## src/rtl/uart_tx_monitor.sv

```systemverilog
// uart_tx_monitor: recovers 8N1 (or 8E1) frames from the SoC console line and queues the bytes.
// Latency: byte_vld_o rises CLKS_PER_BIT/2 + 9*CLKS_PER_BIT + 1 cycles after rxs first goes low (+CLKS_PER_BIT with parity).
// Backpressure: byte_rdy_i pops a FWFT FIFO; a good byte arriving at a full FIFO with no pop is dropped and overflow_o sticks.
//
// Optional feature macro: UART_MON_PARITY_EN (adds an even-parity bit after data bit 7).
//
// Ports:
//   clk          single system clock
//   rst          synchronous active-high reset
//   rxd          asynchronous serial input, idle high
//   byte_o       FIFO head byte (qualified by byte_vld_o)
//   byte_vld_o   FIFO non-empty
//   byte_rdy_i   consumer takes the head byte this cycle
//   frame_err_o  one-cycle pulse: bad stop bit or parity mismatch
//   overflow_o   sticky: a good byte was dropped on a full FIFO
//   fifo_cnt_o   current FIFO occupancy

// uart_mon_fifo: generic first-word-fall-through FIFO with extra-MSB pointers.
// Latency: written word visible on rd_dat_o the cycle after the write into an empty FIFO.
// Backpressure: a write when full is accepted only if a read happens in the same cycle.
module uart_mon_fifo #(
   parameter int WIDTH = 8,
   parameter int DEPTH = 8
) (
   input  logic                   clk,
   input  logic                   rst,
   input  logic                   wr_vld_i,
   input  logic [WIDTH-1:0]       wr_dat_i,
   input  logic                   rd_i,
   output logic [WIDTH-1:0]       rd_dat_o,
   output logic                   empty_o,
   output logic                   full_o,
   output logic [$clog2(DEPTH):0] cnt_o
);
   localparam int AW = $clog2(DEPTH);

   logic [WIDTH-1:0] mem_q [DEPTH];
   logic [AW:0]      wr_ptr_q, wr_ptr_d;
   logic [AW:0]      rd_ptr_q, rd_ptr_d;
   logic             wr_en, rd_en;

   // Pointers carry one extra wrap bit so full and empty are distinguishable.
   assign empty_o  = (wr_ptr_q == rd_ptr_q);
   assign full_o   = (wr_ptr_q[AW] != rd_ptr_q[AW]) &&
                     (wr_ptr_q[AW-1:0] == rd_ptr_q[AW-1:0]);
   assign cnt_o    = wr_ptr_q - rd_ptr_q;
   assign rd_dat_o = mem_q[rd_ptr_q[AW-1:0]];

   assign rd_en = rd_i && !empty_o;
   // At full, the slot being written is the one being read out this cycle.
   assign wr_en = wr_vld_i && (!full_o || rd_en);

   always_comb begin
      wr_ptr_d = wr_ptr_q;
      rd_ptr_d = rd_ptr_q;
      if (wr_en) wr_ptr_d = wr_ptr_q + 1'b1;
      if (rd_en) rd_ptr_d = rd_ptr_q + 1'b1;
   end

   always_ff @(posedge clk) begin
      if (rst) begin
         wr_ptr_q <= '0;
         rd_ptr_q <= '0;
         // Cleared so the head output reads 0 out of reset.
         for (int i = 0; i < DEPTH; i++) mem_q[i] <= '0;
      end else begin
         wr_ptr_q <= wr_ptr_d;
         rd_ptr_q <= rd_ptr_d;
         if (wr_en) mem_q[wr_ptr_q[AW-1:0]] <= wr_dat_i;
      end
   end
endmodule

module uart_tx_monitor #(
   parameter int CLKS_PER_BIT = 868,
   parameter int FIFO_DEPTH   = 8
) (
   input  logic                        clk,
   input  logic                        rst,
   input  logic                        rxd,
   output logic [7:0]                  byte_o,
   output logic                        byte_vld_o,
   input  logic                        byte_rdy_i,
   output logic                        frame_err_o,
   output logic                        overflow_o,
   output logic [$clog2(FIFO_DEPTH):0] fifo_cnt_o
);
   localparam int CW = $clog2(CLKS_PER_BIT);
   localparam logic [CW-1:0] HALF_RELOAD = CW'(CLKS_PER_BIT / 2 - 1);
   localparam logic [CW-1:0] FULL_RELOAD = CW'(CLKS_PER_BIT - 1);

   typedef enum logic [2:0] {
      S_IDLE,
      S_START,
      S_DATA,
`ifdef UART_MON_PARITY_EN
      S_PARITY,
`endif
      S_STOP
   } state_t;

   // ---------------------------------------------------------------
   // Input synchronizer and start-edge qualification
   // ---------------------------------------------------------------
   logic       sync1_q;
   logic       rxs_q;
   logic       rxs_d_q;
   logic [1:0] settle_q;
   logic       armed_q;
   logic       start_edge;

   // The synchronizer resets to 1, so a line held low across reset would
   // look like a 1->0 edge once real data flows through. settle_q waits
   // until rxs reflects post-reset rxd, and armed_q then requires one real
   // high sample before any falling edge is trusted.
   always_ff @(posedge clk) begin
      if (rst) begin
         sync1_q  <= 1'b1;
         rxs_q    <= 1'b1;
         rxs_d_q  <= 1'b1;
         settle_q <= 2'd0;
         armed_q  <= 1'b0;
      end else begin
         sync1_q  <= rxd;
         rxs_q    <= sync1_q;
         rxs_d_q  <= rxs_q;
         if (settle_q != 2'd2) settle_q <= settle_q + 2'd1;
         if (settle_q == 2'd2 && rxs_q) armed_q <= 1'b1;
      end
   end

   assign start_edge = armed_q && rxs_d_q && !rxs_q;

   // ---------------------------------------------------------------
   // Receive FSM: state register
   // ---------------------------------------------------------------
   state_t     state_q, state_d;
   logic [CW-1:0] cnt_q, cnt_d;
   logic [2:0] bit_idx_q, bit_idx_d;
   logic [7:0] shreg_q, shreg_d;
   logic       frame_err_q;
   logic       overflow_q;
   logic       tick;
   logic       push_req;
   logic       bad_frame;
   logic       par_ok;

`ifdef UART_MON_PARITY_EN
   logic       par_q, par_d;
   // Even parity: data bits plus the received parity bit must XOR to 0.
   assign par_ok = ~(^{shreg_q, par_q});
`else
   assign par_ok = 1'b1;
`endif

   assign tick = (cnt_q == '0);

   always_ff @(posedge clk) begin
      if (rst) begin
         state_q     <= S_IDLE;
         cnt_q       <= '0;
         bit_idx_q   <= '0;
         shreg_q     <= '0;
         frame_err_q <= 1'b0;
`ifdef UART_MON_PARITY_EN
         par_q       <= 1'b0;
`endif
      end else begin
         state_q     <= state_d;
         cnt_q       <= cnt_d;
         bit_idx_q   <= bit_idx_d;
         shreg_q     <= shreg_d;
         frame_err_q <= bad_frame;
`ifdef UART_MON_PARITY_EN
         par_q       <= par_d;
`endif
      end
   end

   // ---------------------------------------------------------------
   // Receive FSM: next state
   // ---------------------------------------------------------------
   always_comb begin
      state_d = state_q;
      case (state_q)
         S_IDLE:  if (start_edge) state_d = S_START;
         // A start bit that is high again at mid-bit is a glitch.
         S_START: if (tick) state_d = rxs_q ? S_IDLE : S_DATA;
         S_DATA: begin
            if (tick && bit_idx_q == 3'd7) begin
`ifdef UART_MON_PARITY_EN
               state_d = S_PARITY;
`else
               state_d = S_STOP;
`endif
            end
         end
`ifdef UART_MON_PARITY_EN
         S_PARITY: if (tick) state_d = S_STOP;
`endif
         S_STOP:  if (tick) state_d = S_IDLE;
         default: state_d = S_IDLE;
      endcase
   end

   // ---------------------------------------------------------------
   // Receive FSM: outputs and datapath updates
   // ---------------------------------------------------------------
   always_comb begin
      cnt_d     = cnt_q;
      bit_idx_d = bit_idx_q;
      shreg_d   = shreg_q;
      push_req  = 1'b0;
      bad_frame = 1'b0;
`ifdef UART_MON_PARITY_EN
      par_d     = par_q;
`endif
      // Counter free-runs down to zero in every non-idle state; each
      // expiry is one mid-bit sample point.
      if (state_q != S_IDLE && !tick) cnt_d = cnt_q - 1'b1;

      case (state_q)
         S_IDLE: begin
            if (start_edge) cnt_d = HALF_RELOAD;
         end
         S_START: begin
            if (tick && !rxs_q) begin
               cnt_d     = FULL_RELOAD;
               bit_idx_d = 3'd0;
            end
         end
         S_DATA: begin
            if (tick) begin
               shreg_d   = {rxs_q, shreg_q[7:1]};
               bit_idx_d = bit_idx_q + 3'd1;
               cnt_d     = FULL_RELOAD;
            end
         end
`ifdef UART_MON_PARITY_EN
         S_PARITY: begin
            if (tick) begin
               par_d = rxs_q;
               cnt_d = FULL_RELOAD;
            end
         end
`endif
         S_STOP: begin
            if (tick) begin
               if (rxs_q && par_ok) push_req  = 1'b1;
               else                 bad_frame = 1'b1;
            end
         end
         default: ;
      endcase
   end

   // ---------------------------------------------------------------
   // Byte FIFO and status
   // ---------------------------------------------------------------
   logic fifo_empty, fifo_full, pop;

   assign pop = byte_vld_o && byte_rdy_i;

   uart_mon_fifo #(
      .WIDTH (8),
      .DEPTH (FIFO_DEPTH)
   ) u_fifo (
      .clk      (clk),
      .rst      (rst),
      .wr_vld_i (push_req),
      .wr_dat_i (shreg_q),
      .rd_i     (pop),
      .rd_dat_o (byte_o),
      .empty_o  (fifo_empty),
      .full_o   (fifo_full),
      .cnt_o    (fifo_cnt_o)
   );

   // A same-cycle pop makes room, so only an unserved full FIFO drops.
   always_ff @(posedge clk) begin
      if (rst)                                  overflow_q <= 1'b0;
      else if (push_req && fifo_full && !pop)   overflow_q <= 1'b1;
   end

   assign byte_vld_o  = !fifo_empty;
   assign frame_err_o = frame_err_q;
   assign overflow_o  = overflow_q;
endmodule

```

## config.mk

```make
export PLATFORM = sky130hd
export DESIGN_NAME = uart_tx_monitor
export DESIGN_NICKNAME = d
export VERILOG_FILES = /design/src/rtl/uart_tx_monitor.sv
export SDC_FILE = /design/constraint.sdc
export NUM_CORES = 1
export LEC_CHECK = 0
export ABC_CLOCK_PERIOD_IN_PS = 3850
export BUFFER_PORTS_ARGS = -buffer_cell sky130_fd_sc_hd__buf_2
export CAP_MARGIN = 40
export CORE_MARGIN = 3
export CORE_UTILIZATION = 40
export CTS_CLUSTER_SIZE = 14
export DETAILED_ROUTE_END_ITERATION = 10
export GPL_TIMING_DRIVEN = 0
export PLACE_DENSITY_LB_ADDON = 0.2
export SYNTH_ARGS = -nofsm -noshare
export SYNTH_HDL_FRONTEND = slang
export SYNTH_HIERARCHICAL = 1
export SYNTH_SLANG_ARGS = --single-unit
```

## constraint.sdc

```tcl
create_clock -name clk -period 3.85 [get_ports clk]
set_input_delay 0.1925 -clock clk [delete_from_list [all_inputs] [get_ports clk]]
set_output_delay 0.1925 -clock clk [all_outputs]
set_load 0.03 [all_outputs]
```

==> results.cfg <==
[run_status]
status = completed

[worst_setup_path]
crit_required_ps = 3900
cp_top_family = simple AND/OR/NAND/NOR gates
r2r_slack_ps = 340
worst_r2r_endpoint = u_fifo/mem_q[3][2]
crit_slowest_cell = nor4_2
endpoint_kind = flop
startpoint = cnt_q[2]
critPathCapture = u_fifo/mem_q[3][2]
path_cells = nor4_2 > and4_1 > and3_1 > and2_1 > clkbuf_1 > o31ai_1 > o21ai_0 > buf_2
crit_type = reg -> reg
crit_arrival_ps = 3560
critPathLaunchType = flop
rr_worst_depth = 8
regToRegStartpoint = cnt_q[2]
cp_max_fo = 9
cp_num_buf_inv = 2
worst-path-stages = 8
slowest_delay_ps = 560

[synth]
synth_mux_area_share_pct = 10.1
synthCells = 428
synth_top_family_by_area = simple AND/OR/NAND/NOR gates
yosys.cell_count.top_type = nor2_1
synth_compound_area_share_pct = 7.14
synth_flop_cell = edfxtp_1
synth_commonest_cells = nor2_1 (78), edfxtp_1 (64), nand2_1 (44), dfxtp_1 (42), a21oi_1 (19)
synthArstFlopShare_pct = 0
synthTopCellsByArea = edfxtp_1 (39%), dfxtp_1 (17%), mux4_2 (7.3%), nor2_1 (5.9%), nand2_1 (3.4%)
synth_nets = 443
yosys.area.top_type = edfxtp_1
synth.avg_cell_area_um2 = 11.5
synth_edf_count = 64
yosys.area.top_type_share_pct = 39.0
synth.distinct_cells = 57
synthXorXnorAreaFrac_pct = 1.75
ys_seq_area_share_pct = 56.1
ys_ff_latch = 106
synth_area_um2 = 4920
synthAdderAreaFrac_pct = 2.95
yosysWarningCount = 6
synth-simple-area-share_pct = 18.4

[pwr]
p_per_area_nw_per_um2 = 422
clockPowerShare_pct = 40.1
p_switching_mw = 0.522
swShare_pct = 22.2
internal_power_mw = 1.82
power_frac_comb_pct = 6.2
p_leak_nw = 1.94
seqPwrFrac_pct = 53.6
peakVddDrop_mv = 0.319

[place]
portBuffers = 18
gp_congestion = 0.780
placedCellCount = 597
dp_hpwl_um = 7410

[grt]
grt_pass1_wl_um = 17200
grt_pass1_vias = 3338
grt_use_total_pct = 16.7
antenna_found_initial = 0
grt-ovfl-total = 0
grt_max_degree = 19

[floorplanning]
pin_count = 19
core_area_um2 = 11700
dieWidth_um = 117
num_rows = 39
die_y_um = 117
initial_utilization_pct = 42.0
dieArea_um2 = 13700

[run]
maxCapViolations = 0

[min_path]
hold_path.class = in -> reg

[layout]
instances_no_fill = 613
synthToLayoutAreaGrowth_pct = 12.8
drive_above_1_share_pct = 21.5
fin_util_pct = 47.4
diodes = 0
nNetsFinal = 480

[clock_tree]
cts_resized = 0
numCtsBuffers = 9
hold_buffers = 0
clkLatencyLatePin_ps = 350
root_buffer = clkbuf_16
clockBufferDepth = 2
postCtsSetupBuffers = 0
h-tree-depth = 3
tritoncts = built
path_clk_slew_ps = 70
cts_sinks = 106

[drt]
ant_nets = 0
routed_wl_um = 10300
drtPass1Iterations = 4
wl_per_cell_um = 16.8
avgViaCountPerCell = 5.36
drcViolationCount = 0
vias = 3284
drtIter0Drc = 192

[timing]
rsz0062_at_grt = false
hold_violations = 0
tightest_slew_ps = 764
timing.final.crit_share_pct = 91.1
fmax_ghz = 0.285
relSlewSlack_pct = 48.7
finClkSkew_ps = 9.63
drv_slew = 0
min_period_ps = 3510
setup_viol_count_final = 0
tns_ps = 0
==> layout by cell type, fill, tap and decap left out, types with 3 or more instances in the layout <==
| master | instances |
|---|---|
| nor2_1 | 78 |
| edfxtp_1 | 64 |
| nand2_1 | 44 |
| dfxtp_1 | 42 |
| buf_2 | 32 |
| a21oi_1 | 19 |
| mux4_2 | 16 |
| inv_1 | 13 |
| o21ai_0 | 12 |
| ha_1 | 10 |
| nor2_4 | 10 |
| clkbuf_1 | 9 |
| clkbuf_16 | 9 |
| mux2_2 | 8 |
| or3_1 | 7 |
| or4_1 | 5 |
| nor2b_1 | 4 |
| nand2b_1 | 4 |
| xnor2_1 | 4 |
| nand3_1 | 4 |
| xor2_1 | 4 |
| and4_1 | 3 |
| o31ai_1 | 3 |
| a31oi_1 | 3 |
| mux2i_1 | 3 |
| or2_2 | 3 |
| o211ai_1 | 3 |
| buf_1 | 3 |
| buf_4 | 3 |
==> metal layers <==
layer / routed length (µm) / vias up / part of all wire [%] / track usage, %
met1: 4730 / 1570 / 46 / 22.5
met2: 4910 / 76 / 48 / 26.5
met3: 466 / 15 / 4.5 / 3.39
li1: - / 1623 / - / -
met5: 0 / - / 0 / 0
met4: 202 / 0 / 2.0 / 6.35
==> cell type report <==
type | count | area, µm²
buffer | 24 | 128
clock buffer | 11 | 243
clock inverter | 5 | 62.6
fill | 1092 | 6160
inverter | 13 | 48.8
multi-input combinational | 285 | 1990
sequential | 106 | 2760
tap | 143 | 179
timing repair buffer | 26 | 138
==> how the worst min path moves through the flow <==
stage,startpoint,endpoint,slack [ps],depth (start not counted)
after global routing,rxd,sync1_q,20,2
after detailed placement,rxd,sync1_q,380,2
after CTS,rxd,sync1_q,20,2
after global placement,rxd,sync1_q,380,2
after floorplan,rst,cnt_q[3],280,1
final,rxd,sync1_q,30,2
==> flip-flops by register name (all words and copies together) (netlist names), named ones only <==
signal and count:
sync1_q 1, rxs_q 1, shreg_q 8, bit_idx_q 3, armed_q 1, frame_err_o 1, u_fifo/mem_q 64, cnt_q 10
state_q 2, overflow_o 1, rxs_d_q 1, u_fifo/rd_ptr_q 4, u_fifo/wr_ptr_q 4, settle_q 2
==> power by group through the flow <==
stage | Sequential (mW) | Clock [mW] | Combinational, mW
after floorplan | 1.28 | 0 | 0.108
after global placement | 1.28 | 0 | 0.139
after detailed placement | 1.28 | 0 | 0.148
after CTS | 1.26 | 0.966 | 0.149
after global routing | 1.26 | 1.01 | 0.167
final | 1.26 | 0.941 | 0.146
==> per-stage QoR <==
| step | instance area, µm² | setup slack [ps] | hold slack [ps] | total power, mW |
|---|---|---|---|---|
| after floorplan | 4920 | 926 | 284 | 1.39 |
| after global placement | 5190 | -101 | 378 | 1.42 |
| after detailed placement | 5250 | 259 | 381 | 1.43 |
| after CTS | 5550 | 252 | 15.8 | 2.37 |
| after global routing | 5550 | 9.73 | 17.3 | 2.44 |
| final | 5550 | 344 | 28.0 | 2.35 |
==> cells by family after synthesis <==
kind of cell             Yosys count
AND/OR/NAND/NOR                  180
flip-flops                       106
AO/OA/AOI/OAI                     57
buffers and inverters             37
multiplexers                      28
adder cells (fa/ha/maj)           11
XOR/XNOR                           9
Note: power is estimated with default switching activity, not from simulation.
